### config.mk
export PLATFORM = sky130hd
export DESIGN_NAME = controladora_multiciclo
export DESIGN_NICKNAME = d
export VERILOG_FILES = /design/src/rtl/controladora_multiciclo_pkg.sv /design/src/rtl/controladora_multiciclo_classifica_opcode.sv /design/src/rtl/controladora_multiciclo.sv
export SDC_FILE = /design/constraint.sdc
export NUM_CORES = 1
export LEC_CHECK = 0
export CORE_MARGIN = 2
export CORE_UTILIZATION = 35
export DETAILED_ROUTE_END_ITERATION = 16
export HOLD_SLACK_MARGIN = 0.08
export PLACE_DENSITY_LB_ADDON = 0.08
export SLEW_MARGIN = 20
export SYNTH_ARGS = -nofsm -noshare
export SYNTH_HDL_FRONTEND = slang
export SYNTH_SLANG_ARGS = --single-unit
### constraint.sdc
create_clock -name clk -period 2 [get_ports clk]
set_input_delay 0.4 -clock clk [delete_from_list [all_inputs] [get_ports clk]]
set_output_delay 0.4 -clock clk [all_outputs]
set_load 0.005 [all_outputs]
### src/rtl/controladora_multiciclo_pkg.sv
// Shared definitions for the multicycle MIPS control unit:
// opcodes, state encoding, ULA operation codes and datapath mux selects.
package controladora_multiciclo_pkg;

    localparam logic [5:0] OP_R    = 6'b000000;
    localparam logic [5:0] OP_J    = 6'b000010;
    localparam logic [5:0] OP_JAL  = 6'b000011;
    localparam logic [5:0] OP_BEQ  = 6'b000100;
    localparam logic [5:0] OP_BNE  = 6'b000101;
    localparam logic [5:0] OP_ADDI = 6'b001000;
    localparam logic [5:0] OP_ANDI = 6'b001100;
    localparam logic [5:0] OP_ORI  = 6'b001101;
    localparam logic [5:0] OP_XORI = 6'b001110;
    localparam logic [5:0] OP_LUI  = 6'b001111;
    localparam logic [5:0] OP_LW   = 6'b100011;
    localparam logic [5:0] OP_SW   = 6'b101011;

    typedef enum logic [3:0] {
        FETCH    = 4'd0,
        DECODE   = 4'd1,
        EXEC_R   = 4'd2,
        WB_R     = 4'd3,
        EXEC_I   = 4'd4,
        WB_I     = 4'd5,
        MEM_ADDR = 4'd6,
        MEM_RD   = 4'd7,
        MEM_WR   = 4'd8,
        WB_MEM   = 4'd9,
        BRANCH   = 4'd10,
        JUMP     = 4'd11,
        TRAP     = 4'd12
    } estado_t;

    typedef enum logic [2:0] {
        CL_R   = 3'd0,
        CL_I   = 3'd1,
        CL_MEM = 3'd2,
        CL_BR  = 3'd3,
        CL_JMP = 3'd4
    } classe_t;

    localparam logic [2:0] ULA_FUNCT = 3'b000;
    localparam logic [2:0] ULA_LUI   = 3'b001;
    localparam logic [2:0] ULA_SUB   = 3'b010;
    localparam logic [2:0] ULA_ADD   = 3'b100;
    localparam logic [2:0] ULA_AND   = 3'b101;
    localparam logic [2:0] ULA_OR    = 3'b110;
    localparam logic [2:0] ULA_XOR   = 3'b111;

    localparam logic [1:0] PC_ULA    = 2'b00;
    localparam logic [1:0] PC_ALUOUT = 2'b01;
    localparam logic [1:0] PC_JUMP   = 2'b10;

    localparam logic [1:0] B_REG  = 2'b00;
    localparam logic [1:0] B_4    = 2'b01;
    localparam logic [1:0] B_IMM  = 2'b10;
    localparam logic [1:0] B_IMM2 = 2'b11;

    localparam logic [1:0] DST_RT = 2'b00;
    localparam logic [1:0] DST_RD = 2'b01;
    localparam logic [1:0] DST_RA = 2'b10;

    localparam logic [1:0] MPR_ALU = 2'b00;
    localparam logic [1:0] MPR_MDR = 2'b01;
    localparam logic [1:0] MPR_PC  = 2'b10;

endpackage

### src/rtl/controladora_multiciclo_classifica_opcode.sv
// Opcode classifier: instruction class, immediate ULA operation
// and a validity flag used to divert unknown opcodes to TRAP.
module classifica_opcode
    import controladora_multiciclo_pkg::*;
(
    input  logic [5:0] Op,
    output classe_t    classe,
    output logic [2:0] OpULA_I,
    output logic       valido
);

    always_comb begin
        classe  = CL_R;
        OpULA_I = ULA_ADD;
        valido  = 1'b1;
        unique case (Op)
            OP_R:    classe = CL_R;
            OP_LUI:  begin classe = CL_I; OpULA_I = ULA_LUI; end
            OP_ADDI: begin classe = CL_I; OpULA_I = ULA_ADD; end
            OP_ANDI: begin classe = CL_I; OpULA_I = ULA_AND; end
            OP_ORI:  begin classe = CL_I; OpULA_I = ULA_OR;  end
            OP_XORI: begin classe = CL_I; OpULA_I = ULA_XOR; end
            OP_LW,
            OP_SW:   classe = CL_MEM;
            OP_BEQ,
            OP_BNE:  classe = CL_BR;
            OP_J,
            OP_JAL:  classe = CL_JMP;
            default: valido = 1'b0;
        endcase
    end

endmodule

### src/rtl/controladora_multiciclo.sv
// Multicycle MIPS control FSM: sequences the shared ULA, the shared
// memory (mem_req/mem_ready handshake) and the datapath registers.
module controladora_multiciclo
    import controladora_multiciclo_pkg::*;
(
    input  logic       clk,
    input  logic       rst_n,
    input  logic [5:0] Op,
    input  logic       Zero,
    input  logic       mem_ready,
    output logic       mem_req,
    output logic       IouD,
    output logic       EscreveMem,
    output logic       EscreveIR,
    output logic       EscreveMDR,
    output logic       EscrevePC,
    output logic [1:0] OrigPC,
    output logic       OrigUlaA,
    output logic [1:0] OrigUlaB,
    output logic [2:0] OpULA,
    output logic       EscreveReg,
    output logic [1:0] RegDst,
    output logic [1:0] MemparaReg,
    output logic       UnknownOpcode,
    output logic [3:0] estado
);

    estado_t    st, nx;
    classe_t    classe;
    logic [2:0] opula_i;
    logic       valido;
    logic       unk;

    classifica_opcode u_classifica (
        .Op      (Op),
        .classe  (classe),
        .OpULA_I (opula_i),
        .valido  (valido)
    );

    always_ff @(posedge clk) begin
        if (!rst_n) begin
            st  <= FETCH;
            unk <= 1'b0;
        end else begin
            st <= nx;
            if (nx == TRAP)
                unk <= 1'b1;
        end
    end

    assign estado = st;

    always_comb begin
        nx = st;
        unique case (st)
            FETCH:    if (mem_ready) nx = DECODE;
            DECODE: begin
                if (!valido) begin
                    nx = TRAP;
                end else begin
                    unique case (classe)
                        CL_R:    nx = EXEC_R;
                        CL_I:    nx = EXEC_I;
                        CL_MEM:  nx = MEM_ADDR;
                        CL_BR:   nx = BRANCH;
                        CL_JMP:  nx = JUMP;
                        default: nx = TRAP;
                    endcase
                end
            end
            EXEC_R:   nx = WB_R;
            WB_R:     nx = FETCH;
            EXEC_I:   nx = WB_I;
            WB_I:     nx = FETCH;
            MEM_ADDR: nx = (Op == OP_SW) ? MEM_WR : MEM_RD;
            MEM_RD:   if (mem_ready) nx = WB_MEM;
            MEM_WR:   if (mem_ready) nx = FETCH;
            WB_MEM:   nx = FETCH;
            BRANCH:   nx = FETCH;
            JUMP:     nx = FETCH;
            TRAP:     nx = TRAP;
            default:  nx = FETCH;
        endcase
    end

    always_comb begin
        mem_req       = 1'b0;
        IouD          = 1'b0;
        EscreveMem    = 1'b0;
        EscreveIR     = 1'b0;
        EscreveMDR    = 1'b0;
        EscrevePC     = 1'b0;
        OrigPC        = PC_ULA;
        OrigUlaA      = 1'b0;
        OrigUlaB      = B_REG;
        OpULA         = ULA_FUNCT;
        EscreveReg    = 1'b0;
        RegDst        = DST_RT;
        MemparaReg    = MPR_ALU;
        UnknownOpcode = unk;
        unique case (st)
            FETCH: begin
                mem_req   = 1'b1;
                OrigUlaB  = B_4;
                OpULA     = ULA_ADD;
                EscreveIR = mem_ready;
                EscrevePC = mem_ready;
            end
            DECODE: begin
                OrigUlaB = B_IMM2;
                OpULA    = ULA_ADD;
            end
            EXEC_R: begin
                OrigUlaA = 1'b1;
                OpULA    = ULA_FUNCT;
            end
            WB_R: begin
                EscreveReg = 1'b1;
                RegDst     = DST_RD;
            end
            EXEC_I: begin
                OrigUlaA = 1'b1;
                OrigUlaB = B_IMM;
                OpULA    = opula_i;
            end
            WB_I:     EscreveReg = 1'b1;
            MEM_ADDR: begin
                OrigUlaA = 1'b1;
                OrigUlaB = B_IMM;
                OpULA    = ULA_ADD;
            end
            MEM_RD: begin
                mem_req    = 1'b1;
                IouD       = 1'b1;
                EscreveMDR = mem_ready;
            end
            MEM_WR: begin
                mem_req    = 1'b1;
                IouD       = 1'b1;
                EscreveMem = 1'b1;
            end
            WB_MEM: begin
                EscreveReg = 1'b1;
                MemparaReg = MPR_MDR;
            end
            BRANCH: begin
                OrigUlaA  = 1'b1;
                OpULA     = ULA_SUB;
                OrigPC    = PC_ALUOUT;
                EscrevePC = ((Op == OP_BEQ) & Zero)
                          | ((Op == OP_BNE) & ~Zero);
            end
            JUMP: begin
                EscrevePC = 1'b1;
                OrigPC    = PC_JUMP;
                if (Op == OP_JAL) begin
                    EscreveReg = 1'b1;
                    RegDst     = DST_RA;
                    MemparaReg = MPR_PC;
                end
            end
            default: ;
        endcase
        // Reset also kills any in-flight memory access this same cycle
        if (!rst_n) begin
            mem_req       = 1'b0;
            IouD          = 1'b0;
            EscreveMem    = 1'b0;
            EscreveIR     = 1'b0;
            EscreveMDR    = 1'b0;
            EscrevePC     = 1'b0;
            OrigPC        = 2'b00;
            OrigUlaA      = 1'b0;
            OrigUlaB      = 2'b00;
            OpULA         = 3'b000;
            EscreveReg    = 1'b0;
            RegDst        = 2'b00;
            MemparaReg    = 2'b00;
            UnknownOpcode = 1'b0;
        end
    end

endmodule

==> results.rst, run 1 <==
.. list-table::
   :header-rows: 1

   * - Metric
     - Value
   * - Wirelength per Cell
     - 13.0 um
   * - Global routing usage summed across all routing layers
     - 0.234
   * - CP max stage delay
     - 0.53 ns
   * - Full die area
     - 2630 um^2
   * - Detailed placer's ending HPWL
     - 2010 um
   * - Critical path data required time
     - 1.60 ns
   * - Final cell count without fillers
     - 212
   * - Critical path fanouts, max
     - 2
   * - Clock Tree Root
     - sky130_fd_sc_hd__clkbuf_4
   * - Placeable Area
     - 2170 um^2
   * - Quantity of I/O buffers inserted on ports
     - 33
   * - DRT iter0 DRCs
     - 19
   * - Portion of the post-synthesis area used by sequential elements
     - 0.128
   * - Total power
     - 601 uW
   * - Worst EP arrival
     - 1.81 ns
   * - Unique masters post-synth
     - 45
   * - Share of flip-flops with an asynchronous set or reset
     - 0
   * - Fill cell total of the finished layout
     - 203
   * - TritonCTS clock tree
     - done
   * - Proportion of total power due to net switching
     - 0.374
   * - Yosys synthesis warning count
     - 0
   * - Final instance area
     - 1470 um^2
   * - Maximum number of buffers from clock root to sink
     - 2
   * - Horizontal die dimension
     - 51.3 um
   * - Largest voltage drop on the vdd net
     - 0.359 mV
   * - Share of post-route cells with drive strength above 1
     - 0.473
   * - Worst-path clk slew
     - 0.04 ns
   * - Largest clock skew in the final design
     - 0.00318 ns
   * - Total internal power
     - 376 uW
   * - Post-route setup slack
     - -0.212 ns
   * - Antenna violations before repair
     - 0
   * - Post-synthesis to final-layout area growth
     - 87.8%
   * - Slew HR
     - 0.814
   * - Setup repair after global routing missed its margin
     - true
   * - Top FF cell, synth
     - sky130_fd_sc_hd__dfxtp_1
   * - Most common library cell in the layout ignoring fill and taps
     - sky130_fd_sc_hd__buf_4
   * - Clock insertion delay at the later pin of the skew report
     - 0.24 ns
   * - Summed instance area of the synthesized netlist
     - 782 um^2
   * - Fraction of power consumed by sequential logic
     - 0.209
   * - Worst setup path category
     - reg2out
   * - Switching power
     - 225 uW
   * - Net count of the finished layout
     - 195
   * - Number of antenna cells inserted
     - 0
   * - Share of the synthesized area in the top cell type
     - 0.128
   * - Critical path capture point type
     - output pin
   * - Top achievable clock speed
     - 0.452 GHz
   * - Final setup violation count
     - 4
   * - Most area-consuming cells after synthesis
     - sky130_fd_sc_hd__dfxtp_1 (13%), sky130_fd_sc_hd__a21oi_1 (6.4%), sky130_fd_sc_hd__clkbuf_8 (5.3%)
   * - Max-cap violations
     - 0
   * - Register area
     - 104 um^2
   * - Count of clock tree sinks
     - 5
   * - Grt total ovfl
     - 0
   * - Violated checks
     - setup timing
   * - Vias per cell
     - 5.19
   * - Via count of the routed design
     - 1101
   * - Kind of launch point of the worst setup path
     - register
   * - Hold buffers post-CTS
     - 0
   * - Average cell area after synthesis
     - 6.98 um^2
   * - Final clock period utilization by the worst path
     - 1.11
   * - Worst-case setup slack after placement
     - -0.931 ns
   * - Post-route DRC violation count
     - 0
   * - Final weighted congestion in routability-driven placement
     - 0.888
   * - Hold Fails Final Rpt
     - 0
   * - Post-DP Area
     - 1310 um^2
   * - Count of standard-cell rows
     - 17
   * - Detailed Routing Iterations Pass 1
     - 4
   * - Most frequent cells in the layout
     - sky130_fd_sc_hd__buf_4 (38), sky130_fd_sc_hd__dlygate4sd2_1 (11), sky130_fd_sc_hd__nand2_1 (9), sky130_fd_sc_hd__a21oi_1 (9)
   * - Number of routed nets with antenna violations
     - 0
   * - TritonCTS Buffers
     - 3
   * - Transition time of the tightest slew-check pin
     - 0.277 ns
   * - Io pins
     - 34
   * - Post-synth EDFFs
     - 0
   * - Register bit total from synthesis
     - 5
   * - Post-placement cell count
     - 197
   * - Ordered list of cells on the worst path
     - buf_6 -> or4b_4 -> or3_4 -> a21oi_2 -> buf_2
   * - Number of global-route vias before repair
     - 1091
   * - Type of the worst min-delay path
     - reg2reg
   * - Final Hold Slack
     - 0.560 ns
   * - Syn Nets
     - 122
   * - Final Routed Wirelength
     - 2760 um
   * - First-pass GRT wire length
     - 4730 um
   * - Initial core utilization
     - 0.360
   * - Min Tclk post-route
     - 2.21 ns
   * - Height of the die
     - 51.3 um
   * - Status
     - finished, violations left
   * - Cell Pwr Density
     - 409 nW/um^2
   * - Htree depth
     - 1
   * - Cell taking the most area after synthesis
     - sky130_fd_sc_hd__dfxtp_1
   * - Core utilization of the finished layout
     - 0.677
   * - Total Neg Setup Slack
     - -0.578 ns
   * - Final-report max-slew violation count
     - 0
   * - Area of the multi-input gates
     - 657 um^2
   * - Power share of the clock group
     - 0.198
   * - Pin count of the biggest net entering global routing
     - 15
   * - Leakage power
     - 0.778 nW
   * - Instance count of the mapped netlist
     - 112
   * - Share of total power in combinational logic
     - 0.593
   * - CP max stage cell
     - sky130_fd_sc_hd__or4b_4
==> flip-flops by register name (all words and copies together), names as in the netlist <==
signal	cells
unk	1
estado	4
==> power groups by stage <==
stage               sequential (mW)  clock [mW]  combinational [mW]
finish                        0.125       0.119               0.356
global route                  0.127       0.128               0.391
CTS                           0.126       0.121               0.350
detailed placement            0.123           0               0.341
global placement              0.122           0               0.341
floorplan                     0.119           0               0.179
==> per-layer routing <==
metal / track usage / wire, um / share of wire
met1: 0.281 / 1130 / 0.41
met2: 0.418 / 1410 / 0.51
met3: 0.0380 / 165 / 0.060
met4: 0.0833 / 49 / 0.018
met5: 0 / 0 / 0
==> cell type report <==
| type | count | share of cell area |
|---|---|---|
| Clock buffer | 4 | 0.0179 |
| Inverter | 7 | 0.0179 |
| Multi-Input combinational cell | 91 | 0.447 |
| Sequential cell | 5 | 0.0707 |
| Tap cell | 28 | 0.0239 |
| Timing Repair Buffer | 77 | 0.422 |
==> final timing paths <==
path | startpoint | end | slack [ns] | cells past startpoint
max | estado[1] | OpULA[0] | -0.21 | 5
min | unk | unk | 0.56 | 3
min reg2reg | unk | unk | 0.56 | 3
max reg2reg | estado[1] | unk | 0.05 | 8
==> synthesized netlist by cell type (all sizes together) (3+ instances only) <==
cell type  count
a21oi         11
and3           4
buf            5
clkbuf         4
dfxtp          5
inv            7
nand2          9
nand3          3
nor2           9
nor2b          5
nor3           7
nor4           4
o21ai          5
or3            5
==> worst max-delay path, delay by kind of cell (launching register included) <==
family / cells / cell delay (ns)
and+or+nand+nor: 2 / 0.93
DFF: 1 / 0.32
buffers and inverters: 2 / 0.22
AOI/OAI and AO/OA: 1 / 0.10
==> kinds of logic after synthesis <==
| kind of cell | synth area share |
|---|---|
| AO/OA/AOI/OAI | 0.264 |
| XOR/XNOR | 0.0336 |
| buffers and inverters | 0.144 |
| flip-flops | 0.128 |
| AND/OR/NAND/NOR | 0.430 |
==> what timing repair did <==
action | in CTS | in global routing
setup buffers | 10 | 2
cloned | 0 | 0
pin swaps | 13 | 6
endpoints found under the setup margin | 21 | 13
gates resized for setup | 75 | 18
Note: power is estimated with default switching activity, not from simulation.
==> inputs of run 2 (changes only) <==
--- a/config.mk
+++ b/config.mk
@@ -7,9 +7,10 @@
 export LEC_CHECK = 0
 export CORE_MARGIN = 2
 export CORE_UTILIZATION = 35
+export CTS_CLUSTER_SIZE = 25
 export DETAILED_ROUTE_END_ITERATION = 16
 export HOLD_SLACK_MARGIN = 0.08
-export PLACE_DENSITY_LB_ADDON = 0.08
+export PLACE_DENSITY = 0.71
 export SLEW_MARGIN = 20
 export SYNTH_ARGS = -nofsm -noshare
 export SYNTH_HDL_FRONTEND = slang
==> results.rst, run 2 (synthesized netlist as in run 1, its figures left out) <==
.. list-table::
   :header-rows: 1

   * - Metric
     - Value
   * - Final-report max-slew violation count
     - 0 (unchanged)
   * - Count of standard-cell rows
     - 17 (unchanged)
   * - Final instance area
     - 1490 um^2 (+1.2%)
   * - Height of the die
     - 51.3 um (unchanged)
   * - Vias per cell
     - 5.40 (+3.9%)
   * - Worst EP arrival
     - 1.75 ns (-0.06 ns)
   * - Htree depth
     - 1 (unchanged)
   * - Kind of launch point of the worst setup path
     - primary input
   * - Number of routed nets with antenna violations
     - 0 (unchanged)
   * - Final weighted congestion in routability-driven placement
     - 0.782 (-12%)
   * - Cell class contributing the biggest share of worst-path delay
     - simple AND/OR/NAND/NOR gates
   * - GR peak layer
     - met2
   * - Clock insertion delay at the later pin of the skew report
     - 0.24 ns (about the same)
   * - Hold Fails Final Rpt
     - 0 (unchanged)
   * - Antenna violations before repair
     - 0 (unchanged)
   * - Slack of the worst reg-to-reg path
     - 0.10 ns (+0.05 ns)
   * - Pin count of the biggest net entering global routing
     - 13 (-2)
   * - Count of buffering cells on the critical path with inverters included
     - 2 (unchanged)
   * - Met3 usage
     - 0.0292 (-0.00877)
   * - Fraction of power consumed by sequential logic
     - 0.199 (-0.010)
   * - Launching point of the worst reg2reg path
     - estado[1]
   * - Total internal power
     - 388 uW (+3.1%)
   * - Number of antenna cells inserted
     - 0 (unchanged)
   * - Grt total ovfl
     - 0 (unchanged)
   * - Critical path fanouts, max
     - 2 (unchanged)
   * - First-pass GRT wire length
     - 5140 um (+8.6%)
   * - Max-cap violations
     - 0 (unchanged)
   * - Io pins
     - 34 (unchanged)
   * - Critical path capture point type
     - output pin
   * - Final setup violation count
     - 6 (+2)
   * - Register area
     - 103 um^2 (-1.2%)
   * - Via count of the routed design
     - 1144 (+3.9%)
   * - DRT iter0 DRCs
     - 18 (-1)
   * - Count of clock tree sinks
     - 5 (unchanged)
   * - Quantity of I/O buffers inserted on ports
     - 33 (unchanged)
   * - Final Hold Slack
     - 0.467 ns (-0.0936 ns)
   * - Area of the multi-input gates
     - 676 um^2 (+2.9%)
   * - Transition time of the tightest slew-check pin
     - 0.287 ns (+0.00984 ns)
   * - Setup crit start
     - Op[4]
   * - Worst-case setup slack after placement
     - -0.935 ns (-0.00392 ns)
   * - Initial core utilization
     - 0.360 (unchanged)
   * - Cell Pwr Density
     - 421 nW/um^2 (+3.0%)
   * - Share of total power in combinational logic
     - 0.619 (+0.026)
   * - Met1 track demand over resource in global routing
     - 0.308 (+0.0272)
   * - Slew HR
     - 0.808 (-0.00575)
   * - Hold buffers post-CTS
     - 0 (unchanged)
   * - Full die area
     - 2630 um^2 (unchanged)
   * - Fill cell total of the finished layout
     - 186 (-8.4%)
   * - Most common library cell in the layout ignoring fill and taps
     - sky130_fd_sc_hd__buf_4
   * - Net count of the finished layout
     - 195 (unchanged)
   * - Maximum number of buffers from clock root to sink
     - 2 (unchanged)
   * - TritonCTS clock tree
     - done
   * - Critical path data required time
     - 1.60 ns (about the same)
   * - Largest register FFs
     - 4 (unchanged)
   * - Post-route setup slack
     - -0.148 ns (+0.0646 ns)
   * - Detailed Routing Iterations Pass 1
     - 4 (unchanged)
   * - Largest clock skew in the final design
     - 0.000756 ns (-0.00242 ns)
   * - TritonCTS Buffers
     - 3 (unchanged)
   * - CP max stage delay
     - 0.52 ns (about the same)
   * - Number of global-route vias before repair
     - 1143 (+4.8%)
   * - Final clock period utilization by the worst path
     - 1.07 (-0.0323)
   * - Global routing usage summed across all routing layers
     - 0.258 (+0.0240)
   * - Detailed placer's ending HPWL
     - 2140 um (+6.9%)
   * - Switching power
     - 239 uW (+6.0%)
   * - Min Tclk post-route
     - 2.15 ns (-0.0646 ns)
   * - Largest voltage drop on the vdd net
     - 0.379 mV (+5.7%)
   * - CP max stage cell
     - sky130_fd_sc_hd__or4b_4
   * - Core utilization of the finished layout
     - 0.685 (+0.00807)
   * - Power share of the clock group
     - 0.183 (-0.015)
   * - Clock Tree Root
     - sky130_fd_sc_hd__clkbuf_4
   * - Wirelength per Cell
     - 15.3 um (+18%)
   * - Most frequent cells in the layout
     - sky130_fd_sc_hd__buf_4 (41), sky130_fd_sc_hd__nand2_1 (9), sky130_fd_sc_hd__buf_2 (8)
   * - Setup repair after global routing missed its margin
     - true
   * - Worst-path clk slew
     - 0.04 ns (about the same)
   * - Met2 track demand over resource in global routing
     - 0.457 (+0.0390)
   * - Type of the worst min-delay path
     - reg2reg
   * - Worst setup path category
     - in2out
   * - Share of post-route cells with drive strength above 1
     - 0.516 (+0.0435)
   * - Min-delay src
     - unk
   * - Post-DP Area
     - 1320 um^2 (+1.1%)
   * - Violated checks
     - setup timing
   * - Post-route DRC violation count
     - 0 (unchanged)
   * - Top achievable clock speed
     - 0.466 GHz (+3.0%)
   * - Ordered list of cells on the worst path
     - clkdlybuf4s15_1 -> or4b_4 -> or3_4 -> a21oi_2 -> buf_2
   * - Post-synthesis to final-layout area growth
     - 90.1%
   * - Horizontal die dimension
     - 51.3 um (unchanged)
   * - Status
     - finished, violations left
   * - Total Neg Setup Slack
     - -0.448 ns (+0.130 ns)
   * - Final Routed Wirelength
     - 3250 um (+18%)
   * - Placeable Area
     - 2170 um^2 (unchanged)
   * - Leakage power
     - 0.736 nW (-5.5%)
   * - Proportion of total power due to net switching
     - 0.381 (+0.00660)
-- run 2: changes by cell type in the layout (fill, tap and decap cells not counted), sizes merged --
cell / change
dlygate4sd2: -5
clkbuf: +3
clkdlybuf4s15: +2
dlymetal6s2s: -2
clkdlybuf4s50: +2
-- run 2: what timing repair did --
action / CTS / global route
endpoints found under the setup margin: 21 / 11
resized for setup: 76 / 27
pin swaps: 12 / 8
gates cloned: 0 / 1
setup buffers: 6 / 4
-- run 2: tightest hold or removal path: stages (launching register included) --
cell	delay, ns
sky130_fd_sc_hd__dfxtp_1	0.30
sky130_fd_sc_hd__nand2_1	0.08
sky130_fd_sc_hd__o41ai_2	0.06
-- run 2: final timing paths --
check | end | cells after the start
max reg2reg | unk | 9
min reg2reg | unk | 2
max | OpULA[0] | 5
min | unk | 2
-- run 2: power by group through the flow --
stage / Clock, mW / Combinational, mW / Sequential [mW]
final: 0.114 / 0.387 / 0.124
after CTS: 0.122 / 0.363 / 0.124
after global routing: 0.129 / 0.417 / 0.125
after floorplan: 0 / 0.179 / 0.119
after global placement: 0 / 0.344 / 0.120
after detailed placement: 0 / 0.352 / 0.120
-- run 2: layer usage --
layer / up-vias / wire length [um]
met5: - / 0
met3: 12 / 203
met2: 54 / 1630
met1: 532 / 1340
li1: 546 / -
met4: 0 / 74
-- run 2: area by class of cell --
type	count	area share
well taps	28	0.0236
flip-flops and latches	5	0.0690
clock buffers	4	0.0177
repair buffers	77	0.418
multi-input cells	91	0.455
inverters	7	0.0177
-- run 2: through the flow --
stage               std cells  total power [mW]
global route              212             0.671
detailed placement        199             0.472
floorplan                 112             0.298
global placement          199             0.463
finish                    212             0.626
CTS                       208             0.608
